## src/rtl/regfile_port_arbiter.sv

```systemverilog
// Two-requester arbiter for the 16x32 register file ports: req 0 has priority,
// req 1 gets a starvation guard and a lock mode; responses come back one cycle after grant.
module regfile_port_arbiter #(
   parameter int ADDR_WIDTH = 4,
   parameter int DATA_WIDTH = 32,
   parameter int MAX_WAIT   = 4
) (
   input  logic                      clk,
   input  logic                      rst_n,
   input  logic [1:0]                req_valid,
   output logic [1:0]                req_ready,
   input  logic                      req_lock,
   input  logic [1:0]                req_write_en,
   input  logic [2*ADDR_WIDTH-1:0]   req_write_addr,
   input  logic [2*DATA_WIDTH-1:0]   req_write_data,
   input  logic [2*ADDR_WIDTH-1:0]   req_read_addr_a,
   input  logic [2*ADDR_WIDTH-1:0]   req_read_addr_b,
   output logic [1:0]                resp_valid,
   output logic [DATA_WIDTH-1:0]     resp_data_a,
   output logic [DATA_WIDTH-1:0]     resp_data_b,
   output logic                      rf_write_en,
   output logic [ADDR_WIDTH-1:0]     rf_write_addr,
   output logic [DATA_WIDTH-1:0]     rf_write_data,
   output logic [ADDR_WIDTH-1:0]     rf_read_addr_a,
   output logic [ADDR_WIDTH-1:0]     rf_read_addr_b,
   input  logic [DATA_WIDTH-1:0]     rf_read_data_a,
   input  logic [DATA_WIDTH-1:0]     rf_read_data_b
);
   localparam int CW = $clog2(MAX_WAIT + 1);
   localparam logic [CW-1:0] WAIT_MAX = CW'(MAX_WAIT);

   typedef enum logic {ARB, LOCKED} state_e;

   typedef struct packed {
      logic                  we;
      logic [ADDR_WIDTH-1:0] wa;
      logic [DATA_WIDTH-1:0] wd;
      logic [ADDR_WIDTH-1:0] ra;
      logic [ADDR_WIDTH-1:0] rb;
   } req_t;

   req_t [1:0] req;

   for (genvar g = 0; g < 2; g++) begin : g_req
      assign req[g].we = req_write_en[g];
      assign req[g].wa = req_write_addr[g*ADDR_WIDTH +: ADDR_WIDTH];
      assign req[g].wd = req_write_data[g*DATA_WIDTH +: DATA_WIDTH];
      assign req[g].ra = req_read_addr_a[g*ADDR_WIDTH +: ADDR_WIDTH];
      assign req[g].rb = req_read_addr_b[g*ADDR_WIDTH +: ADDR_WIDTH];
   end

   state_e                state_q, state_d;
   logic [CW-1:0]         wait_cnt_q, wait_cnt_d;
   logic [1:0]            resp_valid_q, resp_valid_d;
   logic                  fwd_a_q, fwd_a_d, fwd_b_q, fwd_b_d;
   logic                  zero_a_q, zero_a_d, zero_b_q, zero_b_d;
   logic [DATA_WIDTH-1:0] fwd_data_q, fwd_data_d;
   logic [1:0]            gnt;
   req_t                  sel;

   always_comb begin
      gnt     = 2'b00;
      state_d = state_q;
      case (state_q)
         ARB: begin
            if (req_valid[1] && wait_cnt_q == WAIT_MAX) gnt = 2'b10;
            else if (req_valid[0])                      gnt = 2'b01;
            else if (req_valid[1])                      gnt = 2'b10;
            if (gnt[1] && req_lock) state_d = LOCKED;
         end
         LOCKED: begin
            if (req_valid[1]) gnt = 2'b10;
            if (gnt[1] && !req_lock) state_d = ARB;
         end
         default: state_d = ARB;
      endcase

      wait_cnt_d = wait_cnt_q;
      if (!req_valid[1] || gnt[1])  wait_cnt_d = '0;
      else if (wait_cnt_q != WAIT_MAX) wait_cnt_d = wait_cnt_q + CW'(1);

      // Ungranted cycles still present req 0 fields; only write_en is qualified.
      sel            = gnt[1] ? req[1] : req[0];
      rf_write_en    = sel.we & (|gnt);
      rf_write_addr  = sel.wa;
      rf_write_data  = sel.wd;
      rf_read_addr_a = sel.ra;
      rf_read_addr_b = sel.rb;
      req_ready      = gnt;

      // File returns pre-write data on a same-address hit, so the write data is replayed.
      resp_valid_d = gnt;
      fwd_a_d      = rf_write_en && (sel.wa != '0) && (sel.wa == sel.ra);
      fwd_b_d      = rf_write_en && (sel.wa != '0) && (sel.wa == sel.rb);
      zero_a_d     = (sel.ra == '0);
      zero_b_d     = (sel.rb == '0);
      fwd_data_d   = sel.wd;
   end

   always_ff @(posedge clk or negedge rst_n) begin
      if (!rst_n) begin
         state_q      <= ARB;
         wait_cnt_q   <= '0;
         resp_valid_q <= 2'b00;
         fwd_a_q      <= 1'b0;
         fwd_b_q      <= 1'b0;
         zero_a_q     <= 1'b0;
         zero_b_q     <= 1'b0;
         fwd_data_q   <= '0;
      end else begin
         state_q      <= state_d;
         wait_cnt_q   <= wait_cnt_d;
         resp_valid_q <= resp_valid_d;
         fwd_a_q      <= fwd_a_d;
         fwd_b_q      <= fwd_b_d;
         zero_a_q     <= zero_a_d;
         zero_b_q     <= zero_b_d;
         fwd_data_q   <= fwd_data_d;
      end
   end

   always_comb begin
      resp_valid  = resp_valid_q;
      resp_data_a = '0;
      resp_data_b = '0;
      if (|resp_valid_q) begin
         if (zero_a_q)     resp_data_a = '0;
         else if (fwd_a_q) resp_data_a = fwd_data_q;
         else              resp_data_a = rf_read_data_a;
         if (zero_b_q)     resp_data_b = '0;
         else if (fwd_b_q) resp_data_b = fwd_data_q;
         else              resp_data_b = rf_read_data_b;
      end
   end
endmodule

```

## config.mk

```make
export PLATFORM = sky130hd
export DESIGN_NAME = regfile_port_arbiter
export DESIGN_NICKNAME = d
export VERILOG_FILES = /design/src/rtl/regfile_port_arbiter.sv
export SDC_FILE = /design/constraint.sdc
export NUM_CORES = 1
export LEC_CHECK = 0
export BUFFER_PORTS_ARGS = -buffer_cell sky130_fd_sc_hd__buf_2
export CAP_MARGIN = 20
export CORE_AREA = 2 2 105 107
export DETAILED_ROUTE_END_ITERATION = 16
export DIE_AREA = 0 0 107 109
export HOLD_SLACK_MARGIN = 0.02
export MAX_ROUTING_LAYER = met4
export PLACE_DENSITY = 0.69
export SLEW_MARGIN = 20
export SYNTH_ARGS = -nofsm -noshare
export SYNTH_HDL_FRONTEND = slang
export SYNTH_SLANG_ARGS = --single-unit
```

## constraint.sdc

```tcl
create_clock -name clk -period 4.8 [get_ports clk]
set_clock_uncertainty 0.15 [all_clocks]
set_input_delay 0 -clock clk [delete_from_list [all_inputs] [get_ports clk]]
set_output_delay 0 -clock clk [all_outputs]
set_load 0.005 [all_outputs]
```

=== Word-level counts from Yosys, hierarchy flattened ===
Index checks and enable logic that the tools add are counted.

* Flip-flop bits (word level): 42
* Bits in latches: 0
* Bits in writable memories: 0
* ROM bits: 0
* Output and inout port bits: 113
* Memories: 0

* $add $sub $neg: 1
* $mul: 0
* Div/mod/pow operators: 0
* $lt $le $gt $ge: 0
* Eq/ne operators: 4
* Shift-type cells: 0
* Muxes and demuxes: 18
* Bitwise gates (word level): 2
* Reduce and logical (&&, ||, !) cells: 15

{| class="wikitable"
|+ Operators by type and width
! cell !! count
|-
| $mux W32 || 6
|-
| $mux W45 || 1
|-
| $mux W2 || 5
|-
| $eq A4 B4 Y1 || 2
|-
| $logic_not A4 Y1 || 2
|-
| $logic_and A1 B1 Y1 || 6
|-
| $mux W3 || 2
|-
| $pmux W2 S2 || 1
|-
| $reduce_bool A4 Y1 || 1
|-
| $reduce_or A2 Y1 || 2
|-
| $add A3 B1 Y3 const B || 1
|-
| $eq A3 B3 Y1 const B || 1
|-
| $ne A3 B3 Y1 const B || 1
|-
| $logic_not A1 Y1 || 2
|-
| $mux W1 || 2
|-
| $pmux W1 S2 || 1
|-
| $reduce_bool A2 Y1 || 1
|-
| $and A1 B1 Y1 || 1
|-
| $logic_or A1 B1 Y1 || 1
|-
| $not A1 Y1 || 1
|}

=== Longest topological paths before layout ===
Gate-level depths: netlist of the first run.

* Depth after elaboration: 9
* Gate-level depth with buffers: 9
* Depth with buffers taken out: 8

=== Least setup slack after synthesis of the first run ===
Ideal clock, no wire load.

* Path type: register to register
* Start point: register wait_cnt_q[0]
* End point: register fwd_data_q[10]
* Setup time: 130 ps
* Arrival: 1481 ps
* Setup slack: 3038 ps
* Stages on the path, launching flop included: 10
* Buffers on the path: 2
* Period minus slack after synthesis: 1762 ps
* Cell sequence: dfrtp_1 -> inv_1 -> ha_1 -> and2_4 -> o21ai_4 -> inv_2 -> buf_2 -> buf_2 -> nand2_1 -> nand2_1

* Cells in the longest elaborated chain, start to end: 6

{| class="wikitable"
|+ Ends and longest elaborated chain
! what !! RTL line !! text
|-
| from (decl) || 53 || <nowiki>logic [CW-1:0] wait_cnt_q, wait_cnt_d;</nowiki>
|-
| from (signal assigned) || 112 || <nowiki>wait_cnt_q <= wait_cnt_d;</nowiki>
|-
| $eq A3 B3 Y1 || 66 || <nowiki>if (req_valid[1] && wait_cnt_q == WAIT_MAX) gnt = 2'b10;</nowiki>
|-
| $logic_and A1 B1 Y1 || 66 ||
|-
| $mux W2 || 66 ||
|-
| $mux W2 || 64 || <nowiki>case (state_q)</nowiki>
|-
| $pmux W2 S2 || 64 ||
|-
| $mux W45 || 83 || <nowiki>sel = gnt[1] ? req[1] : req[0];</nowiki>
|-
| named net rf_write_data[10] || 23 || <nowiki>output logic [DATA_WIDTH-1:0] rf_write_data,</nowiki>
|-
| to (signal assigned) || 118 || <nowiki>fwd_data_q <= fwd_data_d;</nowiki>
|-
| to (decl) || 57 || <nowiki>logic [DATA_WIDTH-1:0] fwd_data_q, fwd_data_d;</nowiki>
|}

The timed path passes the listed nets, and every way through them passes these cells. The select of a mux whose other input is x is not followed.
A chain may end at the register's enable or synchronous reset.

=== Worst setup path in the final report of the first run ===
* Start point: register wait_cnt_q[0]
* End point: register zero_b_q

* Cells in the longest elaborated chain, start to end: 7

{| class="wikitable"
|+ Ends and longest elaborated chain
! what !! RTL line !! text
|-
| $eq A3 B3 Y1 || 66 ||
|-
| $logic_and A1 B1 Y1 || 66 ||
|-
| $mux W2 || 66 ||
|-
| $mux W2 || 64 ||
|-
| $pmux W2 S2 || 64 ||
|-
| $mux W45 || 83 ||
|-
| $logic_not A4 Y1 || 96 || <nowiki>zero_b_d = (sel.rb == '0);</nowiki>
|-
| named net zero_b_d || 56 || <nowiki>logic zero_a_q, zero_a_d, zero_b_q, zero_b_d;</nowiki>
|-
| to (signal assigned) || 117 || <nowiki>zero_b_q <= zero_b_d;</nowiki>
|-
| to (decl) || 56 ||
|}

The timed path passes the listed nets, and every way through them passes these cells. The select of a mux whose other input is x is not followed.

==> results_dict.tcl, run 1 <==
set metrics [dict create \
    cp_slowest_cell "o21ai_4" \
    timing.fmax_ghz 0.2639 \
    fin_crit_sh_pct 78.93 \
    postRouteAntennaNets 0 \
    gp_congestion 0.8599 \
    maxSlewHeadroom_pct 30.98 \
    ys_seq_elements 42 \
    highest_layer "met4" \
    fin_crit_ns 3.789 \
    totalWireLength_um 12520 \
    vias 3883 \
    synth_fp_nets 540 \
    rsz0062_at_grt "false" \
    viasPerCell 4.515 \
    reg2reg_to "zero_b_q" \
    clk_latency_ns 0.28 \
    cts_resized 0 \
    syn-cell-area_um2 2918 \
    cts_buffers 5 \
    yosysTopAreaCellShare_pct 36.02 \
    status "complete, no violations" \
    yosysWarnings 0 \
    io_pins 272 \
    dp_slack_ns 2.017 \
    htreeDepth 2 \
    cts_sinks 42 \
    crit_type "flip-flop to flip-flop" \
    wl_met3_um 949 \
    clockBufferDepth 2 \
    finalWorstSetupSlack_ns 1.011 \
    critPathMaxStageDelay_ns 0.59 \
    reg2reg_depth 10 \
    start_util_pct 27.52 \
    cts_root_buffer "clkbuf_8" \
    avgSynthCellArea_um2 7.699 \
    p_leak_nw 2.843 \
    cp-start-kind "flip-flop" \
    synth_area_leader_cell "dfrtp_1" \
    area_delta_synth_final_pct 81.73 \
    core-area_um2 10600 \
    hold_viol_final 0 \
    track_usage_pct 20.83 \
    diodes 0 \
    die_width_um 107 \
    synth_area_leaders "dfrtp_1 (36%), mux2i_1 (22%), nand2_1 (17%)" \
    drv_cap 0 \
    drt_iter0_drc 202 \
    hold_class "input pin to asynchronous set/reset pin" \
    powerDensity_nw_per_um2 204.2 \
    crit_path_end_kind "flip-flop" \
    rr_startpoint "wait_cnt_q[0]" \
    vdd_drop_max_v 0.00009341 \
    cp_data_arrival_time_ns 3.87 \
    die_area_um2 11660 \
    wl_per_cell_um 14.56 \
    ys_seq_area_share_pct 36.02 \
    grt_pass1_wl_um 18380 \
    dp_hpwl_um 8982 \
    final-max-slew-violation-count 0 \
    die_h_um 109 \
    worstPathRequired_ns 4.88 \
    drive_above_1_share_pct 39.86 \
    yosysUniqueCellTypes 24 \
    clk_transition_reported_paths_ns 0.08 \
    drcViolationCount 0 \
    rows 38 \
    grt_start_max_net_pins 48 \
    nNetsFinal 880 \
    n_fill_cell 1040 \
    r2r_slack_ns 1.01 \
    tightest_slew_ns 1.035 \
    drt-met1-wl_um 4666 \
    setup_viol 0 \
    syn_inst 379 \
    hold_ws_ns 0.1284 \
    finalSetupTns_ns 0 \
    cts_tree "yes" \
    cts_setup_buffers 0 \
    dr_wl_met2_um 6573 \
    grt_pass1_vias 3850 \
    gr-total-overflow 0 \
    p_total_mw 1.083 \
    io_buffers 271 \
    antenna_found_initial 0 \
    worstPathMaxFanout 47 \
    crit_path_cell_trace "inv_1 > ha_1 > and2_4 > o21ai_4 > inv_2 > nand2_1 > nand2_1 > dlygate4sd3_1 > nor4_1 > dlygate4sd3_1" \
    first_pass_iters 4 \
]
cell families after synthesis:
group / Yosys count / share of synthesized area, %
xor+xnor: 17 / 5.103
flops: 42 / 36.02
mux: 65 / 22.30
fa+ha+maj: 2 / 0.8575
buf+inv: 27 / 4.074
compound gates: 10 / 2.744
simple gates: 216 / 28.90
cells in the mapped netlist:
library cell,count
o21bai_1,2
xnor2_1,5
xor2_1,12
dfrtp_1,42
o21ai_4,1
nand2_1,135
and2_4,1
nor2_1,67
buf_1,1
inv_2,1
mux2i_1,65
a21boi_1,2
inv_1,3
nor3_1,2
and3_1,1
a32o_1,1
clkbuf_1,8
a21oi_1,3
ha_1,2
nor4_1,6
a22o_1,1
nand3_1,2
nand2b_1,2
buf_2,14
worst max-delay path: cells and delay by family, from the launching register on:
family | cells | cell delay [ns]
flops | 1 | 0.37
simple gates | 4 | 0.69
compound gates | 1 | 0.59
fa+ha+maj | 1 | 0.19
buf+inv | 4 | 1.74
report_power, final:
group	total [mW]	internal, mW	switching [mW]
logic	0.435	0.231	0.204
clock network	0.237	0.116	0.121
registers	0.412	0.384	0.0277
total	1.08	0.731	0.352
metal layers:
metal / global-route usage, % / up-vias
li1: - / 1898
met5: - / -
met4: 8.813 / 0
met3: 3.885 / 25
met2: 40.08 / 188
met1: 20.46 / 1772
cells in the final DEF, fill, tap and decap left out:
master	synthesis	routed
o21ai_4	1	1
a22o_1	1	1
a21oi_1	3	3
inv_1	3	3
buf_2	14	270
nor2_1	67	67
nand3_1	2	2
o21bai_2	0	1
and3_1	1	1
dfrtp_2	0	2
a21boi_1	2	2
buf_4	0	3
nor4_1	6	6
dlygate4sd3_1	0	83
xnor2_1	5	5
dfrtp_1	42	40
clkinv_2	0	1
mux2i_1	65	65
inv_2	1	1
nand2_1	135	135
xor2_1	12	12
o21bai_4	0	1
nand2b_1	2	2
ha_1	2	2
clkbuf_1	8	1
nor3_1	2	2
and2_4	1	1
a32o_1	1	1
clkbuf_8	0	6
how the worst max path moves through the flow:
stage,start,to,slack [ns],cells after the start
2_1_floorplan,wait_cnt_q[0],fwd_data_q[10],3.04,9
3_3_place_gp,wait_cnt_q[0],zero_a_q,2.13,8
3_5_place_dp,wait_cnt_q[0],zero_b_q,2.02,8
4_1_cts,wait_cnt_q[0],zero_b_q,0.97,10
5_1_grt,wait_cnt_q[0],zero_b_q,0.69,10
6_report,wait_cnt_q[0],zero_b_q,1.01,10
what timing repair did:
action                                  CTS  global route
endpoints found under the hold margin    83             0
hold buffers                             83             0
endpoints found under the setup margin    0             0
layout make-up:
type / instances / area, µm² / area share (%)
Sequential cell: 42 / 1054 / 19.87
Timing Repair Buffer: 356 / 2205 / 41.58
Multi-Input combinational cell: 310 / 1763 / 33.25
Inverter: 4 / 15.01 / 0.2832
Tap cell: 140 / 175.2 / 3.303
Clock inverter: 1 / 5.005 / 0.09438
Clock buffer: 7 / 86.33 / 1.628
state kept, by name (all words and copies together), names as in the netlist:
register and cells:
zero_b_q 1, state_q 1, resp_valid 2, fwd_data_q 32, zero_a_q 1, wait_cnt_q 3, fwd_a_q 1, fwd_b_q 1
stage by stage:
step | instances | util, % | cell area [µm²]
after floorplan | 379 | - | 2918
after global placement | 769 | 41.29 | 4378
after detailed placement | 769 | 41.29 | 4378
after CTS | 860 | 49.99 | 5300
after global routing | 860 | 50.01 | 5303
final | 860 | 50.01 | 5303
(Power assumes the default switching activity.)
==> inputs of run 2 (changes only) <==
clock period = 3.5 ns   (was 4.8 ns; I/O delays follow)
==> results_dict.tcl, run 2 (synthesized netlist as in run 1, its figures left out) <==
set metrics [dict create \
    die_area_um2 11660 \
    clk_latency_ns 0.28 \
    crit_family "buffers and inverters" \
    vdd_drop_max_v 0.0001593 \
    grt_pass1_wl_um 18600 \
    totalWireLength_um 12740 \
    power_frac_clock_pct 20.7 \
    n_fill_cell 1062 \
    swShare_pct 32.88 \
    reg2reg_depth 11 \
    final_cell_mix "buf_2 (270), nand2_1 (135), dlygate4sd3_1 (87)" \
    p_seq_share_pct 38.2 \
    cts_root_buffer "clkbuf_8" \
    timing.critical_path.buf_inv 5 \
    r2r_slack_ns 0.25 \
    area_delta_synth_final_pct 83.32 \
    rows 38 \
    fin_cells 867 \
    gp_congestion 0.8613 \
    cp_data_arrival_time_ns 3.32 \
    hold_class "input pin to asynchronous set/reset pin" \
    clk_transition_reported_paths_ns 0.08 \
    drcViolationCount 0 \
    postRouteAntennaNets 0 \
    crit_type "flip-flop to flip-flop" \
    wl_per_cell_um 14.70 \
    cts_setup_buffers 0 \
    die_h_um 109 \
    cp_slowest_cell "dlygate4sd3_1" \
    track_usage_pct 21.22 \
    die_width_um 107 \
    vias 3914 \
    io_buffers 271 \
    layout_commonest_cell "buf_2" \
    worstPathRequired_ns 3.57 \
    htreeDepth 2 \
    largest_reg_flops 32 \
    crit_path_cell_trace "inv_1 > ha_1 > and2_4 > o21ai_4 > buf_4 > inv_6 > nand2_1 > nand2_1 > dlygate4sd3_1 > nor4_1 > dlygate4sd3_1" \
    io_pins 272 \
    antenna_found_initial 2 \
    worstPathMaxFanout 47 \
    hold_viol_final 0 \
    fin_area_um2 5349 \
    start_util_pct 27.52 \
    rr_startpoint "wait_cnt_q[0]" \
    status "complete, no violations" \
    fin_crit_sh_pct 92.77 \
    timing.fmax_ghz 0.3080 \
    cts_buffers 5 \
    regMostFlops "fwd_data_q" \
    hold_ws_ns 0.1210 \
    dp_hpwl_um 8962 \
    clockBufferDepth 2 \
    setup_viol 0 \
    pwr-share-comb_pct 41.0 \
    switchingPower_uw 485.4 \
    cts_tree "yes" \
    tightest_slew_ns 1.024 \
    internal_power_uw 990.9 \
    reg2reg_to "zero_a_q" \
    grt_pass1_vias 3820 \
    crit_path_end_kind "flip-flop" \
    nNetsFinal 885 \
    drive_above_1_share_pct 39.45 \
    finalWorstSetupSlack_ns 0.2530 \
    place_area_um2 4385 \
    gr-total-overflow 0 \
    drv_cap 0 \
    drt_iter0_drc 167 \
    maxSlewHeadroom_pct 31.72 \
    cts_sinks 42 \
    grt_start_max_net_pins 48 \
    p_leak_nw 2.853 \
    dp_cells 770 \
    critPathMaxStageDelay_ns 0.60 \
    cp-start-kind "flip-flop" \
    fin_crit_ns 3.247 \
    rsz0062_at_grt "false" \
    dp_slack_ns 0.9255 \
    viasPerCell 4.514 \
    first_pass_iters 4 \
    final-max-slew-violation-count 0 \
    finalSetupTns_ns 0 \
    powerDensity_nw_per_um2 276.0 \
    core-area_um2 10600 \
]
[run 2: changes by cell type in the layout (fill, tap and decap cells not counted)]
| cell | change |
|---|---|
| diode_2 | +2 |
| buf_4 | +1 |
| clkbuf_1 | +2 |
| clkbuf_8 | -1 |
| clkinv_2 | -1 |
| inv_6 | +1 |
| dlygate4sd3_1 | +4 |
| inv_2 | -1 |
[run 2: worst max path at each step]
stage | start | end | cells after the start | slack (ns)
final | wait_cnt_q[0] | zero_a_q | 11 | 0.25
after global routing | wait_cnt_q[0] | zero_a_q | 11 | 0.06
after CTS | wait_cnt_q[0] | zero_a_q | 11 | 0.07
after detailed placement | wait_cnt_q[0] | zero_b_q | 9 | 0.93
after global placement | wait_cnt_q[0] | zero_a_q | 9 | 1.09
after floorplan | wait_cnt_q[0] | fwd_data_q[10] | 9 | 1.74
[run 2: stage by stage]
stage | total power, mW | util, %
floorplan | 0.7815 | -
global placement | 1.068 | 41.36
detailed placement | 1.073 | 41.36
CTS | 1.492 | 50.33
global route | 1.579 | 50.45
finish | 1.476 | 50.45
[run 2: timing repair]
action,in CTS,in global routing
gates resized for setup,0,3
hold buffers,87,0
hold endpoints to repair,83,0
endpoints found under the setup margin,0,1
[run 2: layer usage]
| layer | vias to the layer above | part of all wire (%) | global-route usage (%) |
|---|---|---|---|
| met5 | - | 0 | - |
| met4 | 0 | 2.2 | 7.421 |
| met3 | 21 | 7.7 | 4.722 |
| met2 | 186 | 53 | 40.40 |
| met1 | 1785 | 37 | 21.35 |
| li1 | 1922 | - | - |
[run 2: power by group through the flow]
stage	Combinational, mW	Clock [mW]	Sequential [mW]
2_1_floorplan	0.229	0	0.552
3_5_place_dp	0.498	0	0.575
6_report	0.606	0.306	0.564
3_3_place_gp	0.495	0	0.573
5_1_grt	0.665	0.344	0.570
4_1_cts	0.601	0.326	0.565
[run 2: cell type report]
| class | instances | area [µm²] | area share (%) |
|---|---|---|---|
| timing repair buffer | 361 | 2252 | 42.11 |
| multi-input combinational | 310 | 1763 | 32.96 |
| sequential | 42 | 1054 | 19.70 |
| tap | 140 | 175.2 | 3.275 |
| clock buffer | 8 | 80.08 | 1.497 |
| inverter | 4 | 20.02 | 0.3743 |
| antenna | 2 | 5.005 | 0.09357 |
==> inputs of run 3 (changes only) <==
==> constraint.sdc (replaced) <==
create_clock -name clk -period 3.5 [get_ports clk]
set_clock_uncertainty 0.15 [all_clocks]
set_input_delay 0.175 -clock clk [delete_from_list [all_inputs] [get_ports clk]]
set_output_delay 0.175 -clock clk [all_outputs]
set_load 0.005 [all_outputs]
==> results_dict.tcl, run 3 (synthesized netlist as in run 1, its figures left out) <==
set metrics [dict create \
    r2r_slack_ns 0.99 \
    cts_setup_buffers 0 \
    tightest_slew_ns 1.020 \
    drive_above_1_share_pct 40.79 \
    regArea_um2 1054 \
    reg2reg_depth 8 \
    drv_cap 0 \
    hold_class "input pin to flip-flop" \
    die_h_um 109 \
    core-area_um2 10600 \
    cp-start-kind "flip-flop" \
    vias 3866 \
    dp_hpwl_um 8753 \
    status "complete, no violations" \
    rr_startpoint "wait_cnt_q[0]" \
    largest_reg_flops 32 \
    finalSetupTns_ns 0 \
    final_cell_mix "buf_2 (271), nand2_1 (135), dlygate4sd3_1 (68)" \
    n_fill_cell 1076 \
    rsz0062_at_grt "false" \
    hold_start "req_read_addr_b[7]" \
    crit_path_cell_trace "inv_1 > ha_1 > and2_4 > o21ai_4 > inv_2 > nand2_1 > nand2_1 > dlygate4sd3_1" \
    gp_congestion 0.8273 \
    p_leak_nw 2.787 \
    cts_resized 0 \
    cts_buffers 5 \
    clk_transition_reported_paths_ns 0.08 \
    track_usage_pct 20.60 \
    drcViolationCount 0 \
    crit_top_cell "nand2_1" \
    hold_viol_final 0 \
    p_total_mw 1.470 \
    grt_pass1_wl_um 18130 \
    fin_crit_sh_pct 71.69 \
    antenna_found_initial 0 \
    wl_per_cell_um 14.38 \
    worstPathRequired_ns 3.57 \
    gr-total-overflow 0 \
    maxSlewHeadroom_pct 31.99 \
    final-max-slew-violation-count 0 \
    multi_input_area_um2 1763 \
    cp_data_arrival_time_ns 2.58 \
    hold_path_depth 4 \
    die_area_um2 11660 \
    postRouteAntennaNets 0 \
    powerDensity_nw_per_um2 283.9 \
    post-route-util_pct 48.83 \
    totalWireLength_um 12160 \
    cts_sinks 42 \
    regMostFlops "fwd_data_q" \
    drt_iter0_drc 154 \
    hold_end "zero_b_q" \
    start_util_pct 27.52 \
    setup_viol 0 \
    htreeDepth 2 \
    nNetsFinal 866 \
    vdd_drop_max_v 0.0001332 \
    area_delta_synth_final_pct 77.44 \
    cts_hold_buffers 68 \
    crit_type "flip-flop to flip-flop" \
    cts_root_buffer "clkbuf_8" \
    timing.critical_path.buf_inv 3 \
    fin_crit_ns 2.509 \
    worstPathMaxFanout 47 \
    io_buffers 271 \
    rows 38 \
    reg2reg_to "fwd_data_q[17]" \
    clk_latency_ns 0.28 \
    io_pins 272 \
    crit_family "buffers and inverters" \
    first_pass_iters 6 \
    timing.fmax_ghz 0.3985 \
    fin_cells 846 \
    cts_tree "yes" \
    die_width_um 107 \
    grt_pass1_vias 3680 \
    clockBufferDepth 2 \
    layout_commonest_cell "buf_2" \
    fin_area_um2 5177 \
    cp_slowest_cell "inv_2" \
    dp_cells 769 \
    diodes 0 \
    crit_path_end_kind "flip-flop" \
    viasPerCell 4.570 \
    critPathMaxStageDelay_ns 0.63 \
    place_area_um2 4378 \
    grt_start_max_net_pins 51 \
]
-- run 3: routing by layer --
layer,vias to the layer above,GRT usage (%),share of wire [%]
li1,1873,-,-
met1,1785,22.42,38
met2,192,36.99,51
met3,16,5.081,8.9
met4,0,6.679,1.7
met5,-,-,0
-- run 3: tightest hold or removal path, stage by stage --
cell and delay, ns:
buf_2 0.09, nand2_1 0.05, nand2_1 0.07, nor4_1 0.06
-- run 3: power by group --
part           leakage (nW)  switching (mW)  internal [mW]
Clock                0.0482           0.165          0.159
Sequential            0.512          0.0374          0.527
Combinational          2.23           0.275          0.307
-- run 3: how the worst max path moves through the flow --
stage	from	to	slack, ns	depth (start not counted)
after floorplan	wait_cnt_q[0]	rf_write_data[10]	1.69	9
after global placement	wait_cnt_q[0]	fwd_a_q	1.29	8
after detailed placement	wait_cnt_q[0]	fwd_b_q	1.27	8
after CTS	wait_cnt_q[0]	rf_read_addr_b[1]	1.07	8
after global routing	wait_cnt_q[0]	fwd_data_q[17]	0.82	8
final	wait_cnt_q[0]	fwd_data_q[17]	0.99	8
-- run 3: final cells by class --
class	count	area share, %
multi-input cells	310	34.05
clock inverters	1	0.09666
repair buffers	342	40.16
clock buffers	7	1.667
well taps	140	3.383
flip-flops and latches	42	20.35
inverters	4	0.2900
-- run 3: metrics by stage --
stage / hold WS [ns] / setup WS (ns)
6_report: 0.04230 / 0.9909
5_1_grt: 0.03166 / 0.8236
4_1_cts: 0.02018 / 1.066
3_5_place_dp: 0.2371 / 1.269
3_3_place_gp: 0.2332 / 1.293
2_1_floorplan: -0.2706 / 1.694
